===== src/rtl/recip_core_multi.sv =====
// recip_core_multi: multi-channel reciprocal frequency counter.
// Each channel counts clk_fast cycles between its first and N-th sensor rising
// edge, with an optional per-measurement timeout. Finished channels are drained
// through a round-robin arbiter into a single valid/ready result register.
//
// Ports:
//   clk_fast, rst        measurement clock, asynchronous active-high reset
//   enable               allows new measurements; low aborts those in progress
//   sensor[NUM_CH]       asynchronous sensor inputs
//   n_cycles             rising edges per measurement, latched at start
//   timeout_cycles       coarse limit, sampled live; 0 disables the timeout
//   busy[NUM_CH]         channel is measuring or holding a result
//   res_valid/res_ready  result handshake
//   res_ch, res_coarse, res_edges, res_timeout   result fields
//
// Channel FSM states:
//   state   | meaning
//   IDLE    | waiting for a start edge while enable is high
//   MEAS    | counting clk_fast cycles and sensor edges
//   DONE    | result held until the arbiter grants the channel

module recip_core_multi #(
    parameter int NUM_CH       = 4,
    parameter int COARSE_WIDTH = 24,
    parameter int NCNT_WIDTH   = 16,
    parameter int SYNC_STAGES  = 2,
    parameter int CH_W         = (NUM_CH > 1) ? $clog2(NUM_CH) : 1
) (
    input  logic                    clk_fast,
    input  logic                    rst,
    input  logic                    enable,
    input  logic [NUM_CH-1:0]       sensor,
    input  logic [NCNT_WIDTH-1:0]   n_cycles,
    input  logic [COARSE_WIDTH-1:0] timeout_cycles,
    output logic [NUM_CH-1:0]       busy,
    output logic                    res_valid,
    input  logic                    res_ready,
    output logic [CH_W-1:0]         res_ch,
    output logic [COARSE_WIDTH-1:0] res_coarse,
    output logic [NCNT_WIDTH-1:0]   res_edges,
    output logic                    res_timeout
);

    localparam logic [1:0] ST_IDLE = 2'd0;
    localparam logic [1:0] ST_MEAS = 2'd1;
    localparam logic [1:0] ST_DONE = 2'd2;

    logic [SYNC_STAGES-1:0]  sync_q [NUM_CH];
    logic [1:0]              state  [NUM_CH];
    logic [COARSE_WIDTH-1:0] coarse [NUM_CH];
    logic [NCNT_WIDTH-1:0]   edges  [NUM_CH];
    logic [NCNT_WIDTH-1:0]   n_lat  [NUM_CH];
    logic [NUM_CH-1:0]       tmo_flag;
    logic [NUM_CH-1:0]       sync_now, sync_d, edge_pulse;
    logic [NUM_CH-1:0]       stop_hit, tmo_hit, sat_hit;
    logic [NUM_CH-1:0]       done_vec, grant_vec;
    logic [CH_W-1:0]         rr_ptr, grant_ch;
    logic                    grant_any, load;

    assign edge_pulse = sync_now & ~sync_d;

    always_comb begin
        sync_now = '0;
        done_vec = '0;
        busy     = '0;
        stop_hit = '0;
        tmo_hit  = '0;
        sat_hit  = '0;
        for (int i = 0; i < NUM_CH; i++) begin
            sync_now[i] = sync_q[i][SYNC_STAGES-1];
            done_vec[i] = (state[i] == ST_DONE);
            busy[i]     = (state[i] != ST_IDLE);
            stop_hit[i] = edge_pulse[i] && (edges[i] == n_lat[i] - NCNT_WIDTH'(1));
            tmo_hit[i]  = (timeout_cycles != '0) &&
                          (coarse[i] + COARSE_WIDTH'(1) == timeout_cycles);
            // With no timeout the counter must not wrap; park at all-ones.
            sat_hit[i]  = (timeout_cycles == '0) && (coarse[i] == '1);
        end
    end

    // Round-robin: first DONE channel at or after rr_ptr, wrapping.
    always_comb begin
        int idx;
        idx       = 0;
        grant_any = 1'b0;
        grant_ch  = '0;
        for (int i = 0; i < NUM_CH; i++) begin
            idx = (int'(rr_ptr) + i) % NUM_CH;
            if (!grant_any && done_vec[CH_W'(idx)]) begin
                grant_any = 1'b1;
                grant_ch  = CH_W'(idx);
            end
        end
    end

    assign load = (!res_valid || res_ready) && grant_any;

    always_comb begin
        grant_vec = '0;
        if (load)
            grant_vec[grant_ch] = 1'b1;
    end

    always_ff @(posedge clk_fast or posedge rst) begin
        if (rst) begin
            sync_d   <= '0;
            tmo_flag <= '0;
            for (int i = 0; i < NUM_CH; i++) begin
                sync_q[i] <= '0;
                state[i]  <= ST_IDLE;
                coarse[i] <= '0;
                edges[i]  <= '0;
                n_lat[i]  <= '0;
            end
        end else begin
            sync_d <= sync_now;
            for (int i = 0; i < NUM_CH; i++) begin
                sync_q[i] <= {sync_q[i][SYNC_STAGES-2:0], sensor[i]};
                case (state[i])
                    ST_IDLE: begin
                        if (enable && edge_pulse[i]) begin
                            state[i]  <= ST_MEAS;
                            coarse[i] <= '0;
                            edges[i]  <= NCNT_WIDTH'(1);
                            // Fewer than two edges cannot define a period.
                            n_lat[i]  <= (n_cycles < NCNT_WIDTH'(2)) ? NCNT_WIDTH'(2) : n_cycles;
                        end
                    end
                    ST_MEAS: begin
                        if (!enable) begin
                            state[i] <= ST_IDLE;
                        end else if (stop_hit[i]) begin
                            state[i]    <= ST_DONE;
                            coarse[i]   <= coarse[i] + COARSE_WIDTH'(1);
                            edges[i]    <= n_lat[i];
                            tmo_flag[i] <= 1'b0;
                        end else if (tmo_hit[i]) begin
                            state[i]    <= ST_DONE;
                            coarse[i]   <= timeout_cycles;
                            tmo_flag[i] <= 1'b1;
                        end else if (sat_hit[i]) begin
                            state[i]    <= ST_DONE;
                            tmo_flag[i] <= 1'b1;
                        end else begin
                            coarse[i] <= coarse[i] + COARSE_WIDTH'(1);
                            if (edge_pulse[i])
                                edges[i] <= edges[i] + NCNT_WIDTH'(1);
                        end
                    end
                    ST_DONE: begin
                        if (grant_vec[i])
                            state[i] <= ST_IDLE;
                    end
                    default: state[i] <= ST_IDLE;
                endcase
            end
        end
    end

    always_ff @(posedge clk_fast or posedge rst) begin
        if (rst) begin
            rr_ptr      <= '0;
            res_valid   <= 1'b0;
            res_ch      <= '0;
            res_coarse  <= '0;
            res_edges   <= '0;
            res_timeout <= 1'b0;
        end else if (load) begin
            rr_ptr      <= (grant_ch == CH_W'(NUM_CH - 1)) ? '0 : grant_ch + CH_W'(1);
            res_valid   <= 1'b1;
            res_ch      <= grant_ch;
            res_coarse  <= coarse[grant_ch];
            res_edges   <= edges[grant_ch];
            res_timeout <= tmo_flag[grant_ch];
        end else if (res_ready) begin
            res_valid <= 1'b0;
        end
    end

endmodule

===== config.mk =====
export PLATFORM = sky130hd
export DESIGN_NAME = recip_core_multi
export DESIGN_NICKNAME = d
export VERILOG_FILES = /design/src/rtl/recip_core_multi.sv
export SDC_FILE = /design/constraint.sdc
export NUM_CORES = 1
export LEC_CHECK = 0
export ABC_AREA = 0
export CORE_UTILIZATION = 60
export DETAILED_ROUTE_END_ITERATION = 8
export GPL_TIMING_DRIVEN = 0
export PLACE_DENSITY = 0.79
export SYNTH_ARGS = -nofsm -noshare
export SYNTH_HDL_FRONTEND = slang
export SYNTH_SLANG_ARGS = --single-unit

===== constraint.sdc =====
create_clock -name clk_fast -period 17.2 [get_ports clk_fast]
set_input_delay 1.72 -clock clk_fast [delete_from_list [all_inputs] [get_ports clk_fast]]
set_output_delay 1.72 -clock clk_fast [all_outputs]
set_load 0.01 [all_outputs]

Yosys cells after proc, flatten, opt, wreduce, memory -nomap -nowiden. Cells that the tools add are included.

Add/sub/neg operators: 16. Magnitude comparators: 8. Equality and inequality tests: 53. Multiplexer cells: 127. Bitwise logic cells: 3. Reduce and logical (&&, ||, !) cells: 65.

Operators with widths (count): 24-bit two-way mux (22); 16-bit two-way mux (27); 24-bit one-hot mux with 2 select lines (4); 16-bit one-hot mux with 2 select lines (4); 24-bit by 1-bit adder with 24-bit output (second input constant) (4); 24-bit == test (4); 24-bit == test (second input constant) (4); 16-bit by 1-bit adder with 16-bit output (second input constant) (4); 16-bit == test (4); 16-bit by 1-bit subtractor with 16-bit output (second input constant) (4); 2-bit two-way mux (29); 24-bit binary-select mux with 2-bit select (1); 3-bit inequality test (second input constant) (12); 16-bit binary-select mux with 2-bit select (1); 1-bit two-way mux (28); 24-bit zero test (1); 2-bit one-hot mux with 3 select lines (4); 3-bit AND reduction (8); 6-bit AND reduction (4); 24-bit nonzero test (1); 1-bit logical AND (21); 5-bit inequality test (second input constant) (4); 2-bit nonzero test (9); 16-bit by 2-bit less-than comparator with 1-bit output (second input constant) (1); other kinds (23) (67).

Flip-flop bits (word level): 294. Bits of input ports: 48. Word-level logic and storage cells: 303.

Depth between registers and ports, before layout. Gate-level depths: netlist (run 1).

Depth after elaboration: 21. Depth in mapped cells: 15. Gate-level depth less buffers: 11.

Least setup slack after synthesis (run 1). No wires, ideal clock.

Kind: input-to-reg. Start: input port timeout_cycles[14]. End: register edges[23] in the netlist's numbering. Setup time: 0.124 ns. Arrival time: 4.493 ns. Required time: 17.076 ns. Setup slack: 12.584 ns. Cell stages on the path: 12. Cells stage by stage: clkbuf_1 xnor2_1 or3b_2 mux2i_1 o21ai_1 or4_1 or4_4 and3_4 buf_6 buf_6 a32oi_1 nand2_1.

Longest elaborated chain between the ends: 4.

Ends and longest elaborated chain: start, declared (RTL line 34) `input logic [COARSE_WIDTH-1:0] timeout_cycles,`; 24-bit == test (tied with other cells) (RTL line 75) `(coarse[i] + COARSE_WIDTH'(1) == timeout_cycles);`; 1-bit logical AND, on equally long branches (RTL line 74, 77); 3-bit inequality test (no line); 6-bit AND reduction (no line) (*); end signal, assigned by index (RTL line 135) `edges[i] <= n_lat[i];`; end signal, assigned by index (RTL line 147) `edges[i] <= edges[i] + NCNT_WIDTH'(1);`; end, declared (RTL line 51) `logic [NCNT_WIDTH-1:0] edges [NUM_CH];`.

Mark *: on every way between the ends. The rest lies on a longest branch, timed or not. A chain may end at the register's enable or synchronous reset.

Final worst setup path (run 1).
Start: input port timeout_cycles[17]. End: register coarse[2] in the netlist's numbering.

Longest elaborated chain between the ends: 6.

Ends and longest elaborated chain: 24-bit == test / 24-bit nonzero test (equally long branches) (RTL line 75, 74); 1-bit logical AND (RTL line 74) `tmo_hit[i] = (timeout_cycles != '0) &&`; 24-bit two-way mux (RTL line 137) `end else if (tmo_hit[i]) begin`; 24-bit two-way mux (RTL line 132) `end else if (stop_hit[i]) begin`; 24-bit two-way mux (RTL line 130) `if (!enable) begin`; 24-bit one-hot mux with 2 select lines (RTL line 119) `case (state[i])`; end signal, assigned by index (RTL line 134) `coarse[i] <= coarse[i] + COARSE_WIDTH'(1);`; end signal, assigned by index (RTL line 139) `coarse[i] <= timeout_cycles;`; end signal, assigned by index (RTL line 145) `coarse[i] <= coarse[i] + COARSE_WIDTH'(1);`; end, declared (RTL line 50) `logic [COARSE_WIDTH-1:0] coarse [NUM_CH];`.

Parallel ways exist; a longest one is shown, timed or not. The select of a mux whose other input is x is not followed.

==> impl_metrics.py, run 1 <==
metrics = {
    "synthesis": {
        "synthesis.yosys.warnings": 0,
        "synth_edf_count": 0,
        "syn_avg_cell_area_um2": 7.78,
        "yosysMostFrequentCell": "nand2_1",
        "synth_area_mm2": 0.0215,
        "ys_seq_elements": 294,
        "postSynthCellCount": 2769,
        "synth_ff_type": "dfrtp_1",
        "syn-num-nets": 2833,
        "seq_area_frac_synth_pct": 34.2,
        "synth_common_cells": "nand2_1, dfrtp_1, o21ai_0",
        "synth.area.top_cells": "dfrtp_1, nand2_1, o21ai_0",
        "ys_async_sr_fraction_pct": 100,
        "netlist.area_leader.share_pct": 34.2,
        "synth_cell_type_count": 93,
        "yosysTopAreaCell": "dfrtp_1",
    },
    "detailed_routing": {
        "drtIter0Drc": 2699,
        "dr.pass1.iters": 6,
        "ant_nets": 0,
        "vias": 22700,
        "wl_met1_mm": 31.9,
        "wl_met2_mm": 34.9,
        "met3WireLength_mm": 8.90,
        "highest_layer": "met4",
        "routed_wl_mm": 79.3,
        "drc_errors": 0,
        "vias_per_cell": 6.76,
        "wire_per_inst_um": 23.6,
    },
    "critical_path": {
        "cp_slowest_cell": "o21bai_1",
        "r2r_cells": 12,
        "critPathMaxStageDelay_ns": 0.92,
        "setup.worst_path.start": "timeout_cycles[17]",
        "cp_max_fo": 10,
        "worstSetupPathType": "in -> reg",
        "end_kind": "register",
        "crit_required_ns": 17.62,
        "reg2reg_to": "edges[38]",
        "arrival_ns": 6.24,
        "critPathCapture": "coarse[2]",
        "path_cells": "clkdlybuf4s50_1 -> clkbuf_1 -> nor4_1 -> nand4_1 -> nor2_1 -> nand4_1 -> o21bai_1 -> or2_2 -> buf_2 -> buf_2 -> o21ai_0",
        "cp-start-kind": "input port",
        "r2r-start": "coarse[49]",
        "reg2reg_slack_ns": 12.55,
    },
    "placed_design": {
        "place_ws_ns": 11.11,
        "dp_cells": 3306,
        "gp_congestion": 1.05,
        "dp_hpwl_mm": 58.9,
        "dpl-instance-area_mm2": 0.0229,
        "portBuffers": 74,
    },
    "sta": {
        "fin_tns_setup_ns": 0,
        "slew_headroom_pct": 10.1,
        "worst_slew_pin_slew_ns": 1.34,
        "slew_violations": 0,
        "clock_skew_ns": 0.0134,
        "setup_ws_ns": 11.39,
        "hold_viol_final": 0,
        "rsz0062_at_grt": "false",
        "fmax_ghz": 0.172,
        "period_minus_slack_ns": 5.81,
        "setup_violations": 0,
        "min_period_over_period_pct": 33.8,
    },
    "final_layout": {
        "syn2layout_area_growth_pct": 11.9,
        "drive_above_1_share_pct": 5.51,
        "fin_area_mm2": 0.0241,
        "fin_cells": 3366,
        "n_fill_cell": 2986,
        "fin_nets": 2946,
        "post-route-util_pct": 67.9,
    },
    "global_route": {
        "antenna_found_initial": 1,
        "grt_max_degree": 126,
        "grt_usage_pct": 43.1,
        "grt_pass1_vias": 21000,
        "grt_pass1_wl_mm": 121,
        "overflow": 0,
    },
    "clock_network": {
        "ctsHtreeMaxLevel": 2,
        "clock-sinks": 294,
        "clockBufferDepth": 3,
        "clk_latency_ns": 0.56,
        "cts_buffers": 35,
        "ctsRootBufferMaster": "clkbuf_16",
        "cts_tree": "done",
        "clk_pin_slew_ns": 0.06,
        "ctsHoldBuffers": 0,
        "cts_resized": 0,
        "post_cts_buffers": 0,
    },
    "pwr": {
        "power_density_mw_per_mm2": 93.7,
        "p_leak_uw": 0.00959,
        "irDropWorstVdd_v": 0.000138,
    },
    "floorplan": {
        "fp.dieW_um": 191,
        "core_mm2": 0.0355,
        "ios": 96,
        "die_h_um": 191,
        "initial_core_util_pct": 60.7,
        "die-area_mm2": 0.0367,
        "rows": 69,
    },
    "hold_path": {
        "hold_class": "reg -> reg",
    },
    "run_status": {
        "outcome": "finished, final reports clean",
    },
    "run": {
        "maxCapViolations": 0,
    },
}
## worst max-delay path: cells and delay by family
family          cells  cell delay (ns)
compound gates      2             1.07
simple gates        5             2.10
buf+inv             4             1.31
## report_power, final
group	leakage, µW	total (µW)	internal [µW]	switching (µW)
clock	0.000580	783	467	315
sequential	0.00393	893	783	110
combinational	0.00508	585	245	340
## registers in the layout, indices dropped and copies added, names as in the netlist, 8 cells and up
signal,cells
state,8
edges,64
res_coarse,24
coarse,96
res_edges,16
n_lat,64
## kinds of logic (layout without fill, tap and decap cells)
kind of cell | count (synthesis) | in the layout | synth area share (%)
adders and majority gates | 16 | 16 | 0.929
DFF | 294 | 294 | 34.2
buffers and inverters | 277 | 412 | 5.12
other | 0 | 1 | 0
AOI/OAI and AO/OA | 604 | 604 | 18.4
xor gates and xnor gates | 194 | 194 | 7.95
muxes | 56 | 56 | 2.71
and+or+nand+nor | 1328 | 1328 | 30.7
## final cells by class
| cell class | count | area (µm²) | share of cell area (%) |
|---|---|---|---|
| Buffer | 231 | 931 | 3.86 |
| Tap cell | 461 | 577 | 2.39 |
| Clock inverter | 7 | 90.1 | 0.374 |
| Inverter | 46 | 180 | 0.747 |
| Sequential cell | 294 | 7360 | 30.5 |
| Timing Repair Buffer | 76 | 796 | 3.30 |
| Clock buffer | 52 | 1090 | 4.53 |
| Multi-Input combinational cell | 2198 | 13100 | 54.3 |
| Antenna cell | 1 | 2.50 | 0.0104 |
## layer usage
layer | vias to the layer above | GRT usage, %
met2 | 1390 | 65.1
met5 | - | 0
met3 | 245 | 9.88
met4 | 0 | 18.6
met1 | 11000 | 58.9
li1 | 10200 | -
## stage by stage
step,power (µW),hold slack (ns)
6_report,2260,0.352
5_1_grt,2340,0.365
4_1_cts,2240,0.354
3_5_place_dp,1470,0.338
3_3_place_gp,1440,0.336
2_1_floorplan,1220,0.331
## cell usage in the layout, fill, tap and decap left out, types with 45 or more instances in the layout
master             n
xor2_1            68
or3_1             54
nor2_1           148
o21ai_0          224
nor3_1            63
dfrtp_1          294
clkbuf_1         184
inv_1             45
nand4_1           54
o211ai_1          66
a21oi_1           55
nand2_1          543
clkdlybuf4s50_1   74
nand3_1          157
xnor2_1          125
o31ai_1           80
## worst min-delay path by stage
stage,endpoint,cells past startpoint,start
2_1_floorplan,sync_now[0],0,sync_q[6]
3_3_place_gp,sync_now[3],0,sync_q[0]
3_5_place_dp,sync_now[1],0,sync_q[4]
4_1_cts,sync_now[0],0,sync_q[6]
5_1_grt,sync_now[0],0,sync_q[6]
6_report,sync_now[0],0,sync_q[6]
Note: power is estimated with default switching activity, not from simulation.
==> run 2: changes to the inputs <==
==> constraint.sdc (replaced) <==
create_clock -name clk_fast -period 6.05 [get_ports clk_fast]
set_input_delay 0.605 -clock clk_fast [delete_from_list [all_inputs] [get_ports clk_fast]]
set_output_delay 0.605 -clock clk_fast [all_outputs]
set_load 0.01 [all_outputs]
==> run 2 against run 1 <==
  * Design area increased by 0.48%
  * Core utilization increased by 0.33 points
  * Die area unchanged
  * Clock skew increased by 0.0071 ns
  * Register-to-register slack got worse by 11 ns
  * Global-route usage increased by 0.69 points
  * Setup slack got worse by 10 ns
  * Critical endpoint is now coarse[28]
  * Largest power group unchanged
==> impl_metrics.py, run 2 (same netlist as run 1, synthesis figures left out) <==
metrics = {
    "clock_network": {
        "ctsHoldBuffers": 0,
        "clk_pin_slew_ns": 0.06,
        "cts_resized": 0,
        "cts_buffers": 36,
        "clockBufferDepth": 3,
        "cts_tree": "done",
        "clock-sinks": 294,
        "clk_latency_ns": 0.57,
        "ctsHtreeMaxLevel": 2,
        "post_cts_buffers": 0,
        "ctsRootBufferMaster": "clkbuf_16",
    },
    "detailed_routing": {
        "vias_per_cell": 6.78,
        "wire_per_inst_um": 23.8,
        "dr.pass1.iters": 8,
        "drc_errors": 0,
        "ant_nets": 0,
        "routed_wl_mm": 80.3,
        "vias": 22900,
        "drtIter0Drc": 2530,
    },
    "critical_path": {
        "path_cells": "clkdlybuf4s50_1 -> clkbuf_1 -> nor4_1 -> nand4_1 -> nor2_1 -> nand3_1 -> nand2b_1 -> o32ai_1 -> clkbuf_1 -> o21ai_0 -> o31ai_1",
        "critPathBufInv": 3,
        "critPathMaxStageDelay_ns": 1.07,
        "end_kind": "register",
        "cp_slowest_cell": "o32ai_1",
        "cp-start-kind": "input port",
        "cp_max_fo": 10,
        "crit_required_ns": 6.51,
        "crit_top_cell": "clkbuf_1",
        "path_delay_family": "simple AND/OR/NAND/NOR gates",
        "arrival_ns": 5.43,
        "worstSetupPathType": "in -> reg",
    },
    "placed_design": {
        "dp_hpwl_mm": 60.1,
        "dp_cells": 3312,
        "dpl-instance-area_mm2": 0.0230,
        "portBuffers": 74,
        "gp_congestion": 1.02,
    },
    "run": {
        "maxCapViolations": 0,
    },
    "final_layout": {
        "fin_nets": 2953,
        "n_fill_cell": 2979,
        "fin_area_mm2": 0.0242,
        "reg_top3": "coarse (96), edges (64), n_lat (64)",
        "fin_cells": 3375,
        "drive_above_1_share_pct": 5.70,
        "syn2layout_area_growth_pct": 12.4,
        "multiInputGateArea_mm2": 0.0131,
        "final_cell_mix": "nand2_1, dfrtp_1, o21ai_0",
        "diodes": 0,
        "top_register": "coarse",
        "largest_reg_flops": 96,
        "regArea_mm2": 0.00736,
        "final_common_cell": "nand2_1",
    },
    "pwr": {
        "total_power_uw": 6480,
        "irDropWorstVdd_v": 0.000250,
        "p_leak_uw": 0.00964,
        "power_density_mw_per_mm2": 267,
    },
    "sta": {
        "clock_skew_ns": 0.0205,
        "rsz0062_at_grt": "false",
        "hold_slack_ns": 0.347,
        "min_period_over_period_pct": 82.1,
        "slew_violations": 0,
        "setup_violations": 0,
        "hold_viol_final": 0,
        "fmax_ghz": 0.201,
        "period_minus_slack_ns": 4.97,
        "slew_headroom_pct": 13.6,
        "worst_slew_pin_slew_ns": 1.29,
    },
    "run_status": {
        "outcome": "finished, final reports clean",
    },
    "global_route": {
        "overflow": 0,
        "grt_max_degree": 43,
        "grt_pass1_wl_mm": 122,
        "grt_usage_pct": 43.8,
        "use_met2_pct": 66.2,
        "antenna_found_initial": 1,
        "top_usage_layer": "met2",
        "grt_util_met1_pct": 57.4,
        "gr-usage-met3_pct": 10.6,
        "grt_pass1_vias": 21600,
    },
    "floorplan": {
        "die-area_mm2": 0.0367,
        "die_h_um": 191,
        "core_mm2": 0.0355,
        "rows": 69,
        "fp.dieW_um": 191,
        "initial_core_util_pct": 60.7,
        "ios": 96,
    },
    "hold_path": {
        "hold_class": "reg -> reg",
    },
}
-- run 2: cell type report --
type                            instances  share of cell area [%]
Buffer                                231                    3.84
Clock buffer                           56                    4.57
Clock inverter                          7                   0.382
Inverter                               46                   0.728
Multi-Input combinational cell       2198                    54.0
Sequential cell                       294                    30.4
Tap cell                              461                    2.38
Timing Repair Buffer                   82                    3.72
-- run 2: metal layers --
| layer | vias up | wire (µm) |
|---|---|---|
| met3 | 298 | 9200 |
| met5 | - | 32 |
| met2 | 1411 | 35100 |
| met1 | 11000 | 31400 |
| li1 | 10200 | - |
| met4 | 2 | 4520 |
-- run 2: final timing paths --
check | startpoint | endpoint | slack (ns) | cells after the start
min reg2reg | sync_q[0] | sync_now[3] | 0.35 | 0
max in group asynchronous | rst | coarse[88] | 4.12 | 6
min in group asynchronous | rst | n_lat[18] | 0.51 | 2
max reg2reg | n_lat[16] | coarse[46] | 1.20 | 12
min | sync_q[0] | sync_now[3] | 0.35 | 0
max | timeout_cycles[17] | coarse[28] | 1.08 | 11
-- run 2: power breakdown --
group | internal (µW) | switching [µW] | leakage (µW)
clock | 1340 | 920 | 0.000594
combinational | 702 | 958 | 0.00512
sequential | 2230 | 329 | 0.00393
-- run 2: stage by stage --
stage	setup TNS (ns)	utilization [%]	worst slack, ns
global route	0	68.3	0.934
finish	0	68.3	1.08
detailed placement	0	64.9	0.869
floorplan	0	-	1.54
global placement	-197.53	64.4	-0.721
CTS	0	68.3	1.32
-- run 2: worst reg2reg max path: stages (launching register included) --
cell      delay (ns)
dfrtp_1         0.45
inv_1           0.11
ha_1            0.31
nor4b_1         0.84
nand2b_1        0.16
xnor2_1         0.17
nor4_1          0.39
nand4_1         0.19
nor3_1          0.64
o21ai_0         0.44
clkbuf_1        0.37
clkbuf_1        0.36
o31ai_1         0.33
